==> src/rtl/alu_pkg.sv <==
// Shared ALU definitions: func encodings and their 3-bit typedef, used by the ALU and by decoders.
package alu_pkg;

  typedef enum logic [2:0] {
    RA   = 3'd0,
    RB   = 3'd1,
    RADD = 3'd2,
    RSUB = 3'd3,
    RAND = 3'd4,
    ROR  = 3'd5,
    RXOR = 3'd6,
    RMUL = 3'd7
  } func_t;

  localparam int FLAG_W = 3;  // {NF, CF, ZF}

endpackage

==> src/rtl/alu_frac_mul.sv <==
// Fractional multiply: a is a signed N-bit integer, b is signed Q1.(N-1).
// p = (a*b) >>> (N-1) over the full 2N-bit product; overflow wraps silently.
module alu_frac_mul #(
  parameter int N = 8
) (
  input  logic [N-1:0] a,
  input  logic [N-1:0] b,
  output logic [N-1:0] p
);

  logic signed [2*N-1:0] prod;
  logic                  unused_bits;

  assign prod = $signed(a) * $signed(b);
  // Taking product[2N-2:N-1] is the floor shift by N-1; the sign bit and fraction LSBs are dropped.
  assign p           = prod[2*N-2:N-1];
  assign unused_bits = ^{prod[2*N-1], prod[N-2:0]};

endmodule

==> src/rtl/alu.sv <==
// Combinational N-bit ALU with registered {NF,CF,ZF} flags.
// Define ALU_MUL_EN to build the RMUL fractional multiplier; otherwise RMUL yields zero.
module alu
  import alu_pkg::*;
#(
  parameter int N = 8
) (
  input  logic              clk,
  input  logic              rst_n,
  input  logic [N-1:0]      a,
  input  logic [N-1:0]      b,
  input  logic [2:0]        func,
  output logic [N-1:0]      result,
  output logic              ZF,
  output logic              NF,
  output logic              CF,
  output logic [FLAG_W-1:0] flags_q
);

  logic [N-1:0] mul_p;
  logic [N:0]   sum_ext;

`ifdef ALU_MUL_EN
  alu_frac_mul #(.N(N)) u_frac_mul (
    .a (a),
    .b (b),
    .p (mul_p)
  );
`else
  assign mul_p = '0;
`endif

  assign sum_ext = {1'b0, a} + {1'b0, b};

  // NOTE: every output of this block gets a default first, so no path can infer a latch.
  always_comb begin
    result = '0;
    CF     = 1'b0;
    unique case (func_t'(func))
      RA:   result = a;
      RB:   result = b;
      RADD: begin
        result = sum_ext[N-1:0];
        CF     = sum_ext[N];
      end
      RSUB: begin
        result = a - b;
        CF     = (a < b);
      end
      RAND: result = a & b;
      ROR:  result = a | b;
      RXOR: result = a ^ b;
      RMUL: result = mul_p;
      default: result = '0;
    endcase
  end

  assign ZF = (result == '0);
  assign NF = result[N-1];

  // NOTE: sequential state uses non-blocking assignments so all flops update together at the edge.
  always_ff @(posedge clk) begin
    if (!rst_n) flags_q <= '0;
    else        flags_q <= {NF, CF, ZF};
  end

endmodule

==> config.mk <==
export PLATFORM = sky130hd
export DESIGN_NAME = alu
export DESIGN_NICKNAME = d
export VERILOG_FILES = /design/src/rtl/alu_pkg.sv /design/src/rtl/alu_frac_mul.sv /design/src/rtl/alu.sv
export SDC_FILE = /design/constraint.sdc
export NUM_CORES = 1
export LEC_CHECK = 0
export CAP_MARGIN = 15
export CORE_MARGIN = 2
export CORE_UTILIZATION = 30
export CTS_BUF_LIST = sky130_fd_sc_hd__clkbuf_8
export DETAILED_ROUTE_END_ITERATION = 6
export GPL_TIMING_DRIVEN = 0
export SYNTH_ARGS = -nofsm -noshare
export SYNTH_HDL_FRONTEND = slang
export SYNTH_SLANG_ARGS = --single-unit
==> constraint.sdc <==
create_clock -name clk -period 6.5 [get_ports clk]
set_input_delay 1.3 -clock clk [delete_from_list [all_inputs] [get_ports clk]]
set_output_delay 1.3 -clock clk [all_outputs]
set_load 0.01 [all_outputs]
# ---- Word-level counts from Yosys, hierarchy flattened
# Index checks and enable logic that the tools add are counted.
dict set report word_totals {
  output_inout_bits 14
  mem_count 0
  wordCells 18
  regBits 3
  rom_bits 0
  ramBits 0
  input_bits 21
  latch_bits 0
}
dict set report classes {
  mux 2
  n_bitwise 3
  n_addsub 2
  order_cmp 1
  n_div 0
  n_eq_ne 7
  shifts 0
  n_mul 0
  n_reduce_logical 2
}
# operator n
set ops {}
lappend ops {{case mux 8 bit (8 select lines)} 1}
lappend ops {{== test 3 bit (second input constant)} 4}
lappend ops {{adder 8 x 8 -> 9 bit} 1}
lappend ops {{bitwise AND 8 bit} 1}
lappend ops {{logical NOT 8 bit} 1}
lappend ops {{< comparator 8 bit} 1}
lappend ops {{bitwise OR 8 bit} 1}
lappend ops {{subtractor 8 bit} 1}
lappend ops {{bitwise XOR 8 bit} 1}
lappend ops {{== test 3 x 2 -> 1 bit (second input constant)} 2}
lappend ops {{== test 3 x 1 -> 1 bit (second input constant)} 1}
lappend ops {{logical NOT 3 bit} 1}
lappend ops {{case mux 1 bit (2 select lines)} 1}

# ---- Longest topological paths before layout
# Gate-level depths: netlist (run 1).
dict set report logic_depth {
  word_depth 3
  ltp_mapped 11
  depth_no_buf 11
}

# ---- Worst setup path before layout (run 1)
# Ideal clock, no wire load.
dict set report synth_path {
  path_type {input port to output port}
  from {in a[0]}
  to {out ZF}
  arrival_time_ps 3593
  stages 10
  required_time_ps 5200
  path_slack_ps 1607
  path_buffers 0
  path_cell_list {inv_1 ha_1 inv_1 fa_1 nor2b_1 o31a_1 a311oi_1 o311ai_1 or4_1 nor4_2}
}
dict set report synth_between {
  elab_chain_cells 3
  elab_cells_between_ends 7
  cone_classes {add/sub: 2; mux: 1; bitwise: 3; reduce/logical: 1}
}
# element line
set synth_lines {}
lappend synth_lines {{from (decl)} alu.sv:10} ;# input logic [N-1:0] a,
lappend synth_lines {{subtractor 8 bit or adder 8 x 8 -> 9 bit (tied branches)} {alu.sv:47, alu.sv:33}}
lappend synth_lines {{case mux 8 bit (8 select lines) (*)} alu.sv:39} ;# unique case (func_t'(func))
lappend synth_lines {{named net result[4]} alu.sv:13} ;# output logic [N-1:0] result,
lappend synth_lines {{logical NOT 8 bit (*)} alu.sv:58} ;# assign ZF = (result == '0);
lappend synth_lines {{to (decl)} alu.sv:14} ;# output logic ZF,
# The timed path passes the listed nets; every way through them passes the cells marked *.

# ---- Worst setup path after layout (run 1)
dict set report layout_path {
  from {in b[0]}
  to {out ZF}
}
dict set report layout_between {
  elab_chain_cells 3
  elab_cells_between_ends 7
  cone_classes {add/sub: 2; mux: 1; bitwise: 3; reduce/logical: 1}
}
# element line
set layout_lines {}
lappend layout_lines {{from (decl)} alu.sv:11} ;# input logic [N-1:0] b,
lappend layout_lines {{subtractor 8 bit (tied with other cells)} alu.sv:47} ;# result = a - b;
lappend layout_lines {{case mux 8 bit (8 select lines) (*)} alu.sv:39}
lappend layout_lines {{logical NOT 8 bit (*)} alu.sv:58}
# Every way passes the cells marked *; elsewhere a longest branch is shown, timed or not.

==> results.yml, run 1 <==
floorplanning:
  core_mm2: 0.004661
  die_area_mm2: 0.005344
  die_h_um: 73.11
  die_width_um: 73.11
  initial_core_util_pct: 30.74
  rows: 25
  io_pins: 35
synthesis:
  yosys.area_share.xor_xnor_pct: 2.445
  synth_top_cell_by_area: "ha_1"
  synth_compound_area_share_pct: 25.50
  syn_avg_cell_area_um2: 7.309
  synth_adder_area_share_pct: 23.76
  ys_types: 54
  ys_seq_elements: 3
  synthTopCellsByArea: "ha_1 (21%), inv_1 (6.0%), mux2i_1 (4.9%), o21ai_0 (4.9%), nor2_1 (4.7%)"
  synth-simple-area-share_pct: 24.19
  ys_warn_count: 0
  syn_nets: 243
  synth_edf_count: 0
  synthesis.area_mm2: 0.001433
  async_reset_ff_share_pct: 0
  yosysSeqAreaShare_pct: 4.192
  synth_top_cell_area_share_pct: 20.96
  synth_cells: 196
  synth_top_family_by_area: "compound AO/OA/AOI/OAI gates"
  synthMuxAreaShare_pct: 8.821
  synth_ff_type: "dfxtp_1"
timing:
  slew_violations: 0
  fin_crit_ps: 6083
  max_freq_mhz: 164.4
  tightest_slew_ps: 669.5
  finalSetupTns_ps: 0
  rsz0062_at_grt: "no"
  maxSlewHeadroom_pct: 54.80
  hold_violations: 0
  period_share_pct: 93.58
  setup_viol: 0
worst_setup_path:
  path_max_fanout: 4
  startpoint_type: "input pin"
  cp.arrival_ps: 4780
  worst_setup_path_end_kind: "output pin"
  worstSetupPathType: "input pin to output pin"
  critPathCapture: "ZF"
  crit_required_ps: 5200
  critPathLaunch: "b[0]"
finish:
  syn_to_final_growth_pct: 30.92
  fin_nets: 281
  top_regs: "flags_q (3)"
  layout_common_cells: "clkdlybuf4s50_1 (33), inv_1 (24), ha_1 (24)"
  largest_register_ffs: 3
  final_common_cell: "clkdlybuf4s50_1"
  antenna_cells: 0
  top_register: "flags_q"
  final_layout_size_suffix_gt1_share_pct: 6.438
clock_tree:
  cts_htree_levels: 1
  cts_buffer_depth: 2
  post_cts_buffers: 0
  clkSlewWorstSetupHoldPaths_ps: 30
  cts_hold_buf: 0
  cts_inserted_buffers: 3
  clock-root-buffer: "clkbuf_8"
  post_cts_resized: 0
  numClockSinks: 3
  cts_tree: "done"
grt:
  antenna_found_initial: 0
  grt_busiest_layer: "met2"
  grt_overflow: 0
  grt_start_max_net_pins: 11
  grt.total_usage_pct: 15.34
  grt_pass1_vias: 1380
  grt_use_met1_pct: 22.39
  met2_usage_pct: 24.92
  grt_first_pass_wirelength_um: 6527
  use_met3_pct: 1.796
hold_path:
  hold_class: "input pin to flip-flop"
placement:
  port_buffers: 33
  dp_hpwl_um: 3303
  gp_congestion: 0.8767
power_and_ir_drop:
  vdd.ir_drop.worst_v: 0.00005050
  leakage_nw: 0.8180
  finalPower_uw: 210.6
  p_per_area_mw_per_mm2: 112.3
routing:
  routed_via_density: 5.317
  ant_nets: 0
  wl_per_cell_um: 14.51
  vias: 1526
  first_pass_iters: 4
  drt_iter0_drc: 79
  drt-total-wl_um: 4163
  drc_errors: 0
status:
  status: "complete, no violations"
flow_run:
  maxCapViolCount: 0
==> worst min path at each step <==
stage	startpoint	end	cells past startpoint
global placement	rst_n	flags_q[0]$_SDFF_PN0_	2
detailed placement	rst_n	flags_q[0]$_SDFF_PN0_	2
global route	rst_n	flags_q[2]$_SDFF_PN0_	2
finish	rst_n	flags_q[0]$_SDFF_PN0_	2
CTS	rst_n	flags_q[0]$_SDFF_PN0_	2
floorplan	rst_n	flags_q[0]$_SDFF_PN0_	1
==> logic make-up after synthesis <==
family,Yosys count
compound gates,55
xor+xnor,4
fa+ha+maj,26
buf+inv,35
flops,3
mux,10
simple gates,63
==> worst max-delay path, stage by stage <==
cell	delay, ps
clkdlybuf4s50_1	530
ha_1	210
inv_1	60
fa_1	410
nor2b_1	170
o31a_1	270
a311oi_1	270
o311ai_1	190
or4_1	580
nor4_2	200
clkdlybuf4s50_1	580
==> through the flow <==
step / worst slack [ps] / area [um2] / utilization, % / hold slack (ps) / cells
floorplan: 1607 / 1433 / - / 1422 / 196
global placement: 447.9 / 1831 / 39.28 / 1922 / 283
detailed placement: 431.3 / 1831 / 39.28 / 1921 / 283
CTS: 416.4 / 1876 / 40.24 / 1695 / 287
global route: 211.4 / 1876 / 40.24 / 1723 / 287
finish: 417.3 / 1876 / 40.24 / 1706 / 287
==> synthesized netlist by cell type, drive strengths merged (3+ instances only) <==
cell,instances
and2,3
nor2,18
mux2i,7
nor3,4
o21ai,15
or4,5
inv,24
nor2b,4
dfxtp,3
a211oi,4
nor4,3
clkbuf,6
a21oi,11
buf,5
a311oi,3
nand2b,8
ha,24
nand2,8
==> layout make-up <==
class | instances | area (um2)
fill | 498 | 2785
multi-input combinational | 158 | 1214
timing repair buffer | 33 | 330.3
inverter | 24 | 90.09
buffer | 11 | 68.82
tap | 54 | 67.56
sequential | 3 | 60.06
clock buffer | 3 | 41.29
clock inverter | 1 | 3.754
==> layer usage <==
layer  vias up  wire length, um
li1        777                -
met5         -                0
met1       703             2113
met4         0                8
met3         6              162
met2        40             1877
==> power breakdown <==
group | internal [mW] | total (mW) | switching [mW]
registers | 0.0195 | 0.0197 | 0.000228
clock network | 0.0402 | 0.0523 | 0.0121
logic | 0.0669 | 0.139 | 0.0718
Note: power is estimated with default switching activity, not from simulation.
==> inputs of run 2 (changes only) <==
--- a/config.mk
+++ b/config.mk
@@ -11,6 +11,7 @@
 export CTS_BUF_LIST = sky130_fd_sc_hd__clkbuf_8
 export DETAILED_ROUTE_END_ITERATION = 6
 export GPL_TIMING_DRIVEN = 0
+export SLEW_MARGIN = 10
 export SYNTH_ARGS = -nofsm -noshare
 export SYNTH_HDL_FRONTEND = slang
 export SYNTH_SLANG_ARGS = --single-unit
==> results of run 2 <==
Final layout, timing and power as in run 1 (identical DEF).
==> inputs of run 3 (changes only) <==
--- a/config.mk
+++ b/config.mk
@@ -14,4 +14,5 @@
 export SLEW_MARGIN = 10
 export SYNTH_ARGS = -nofsm -noshare
 export SYNTH_HDL_FRONTEND = slang
+export SYNTH_HIERARCHICAL = 1
 export SYNTH_SLANG_ARGS = --single-unit
==> results of run 3 <==
Final layout, timing and power as in run 1 (identical DEF).
Main changes from that run: Yosys warning count 0 -> 6
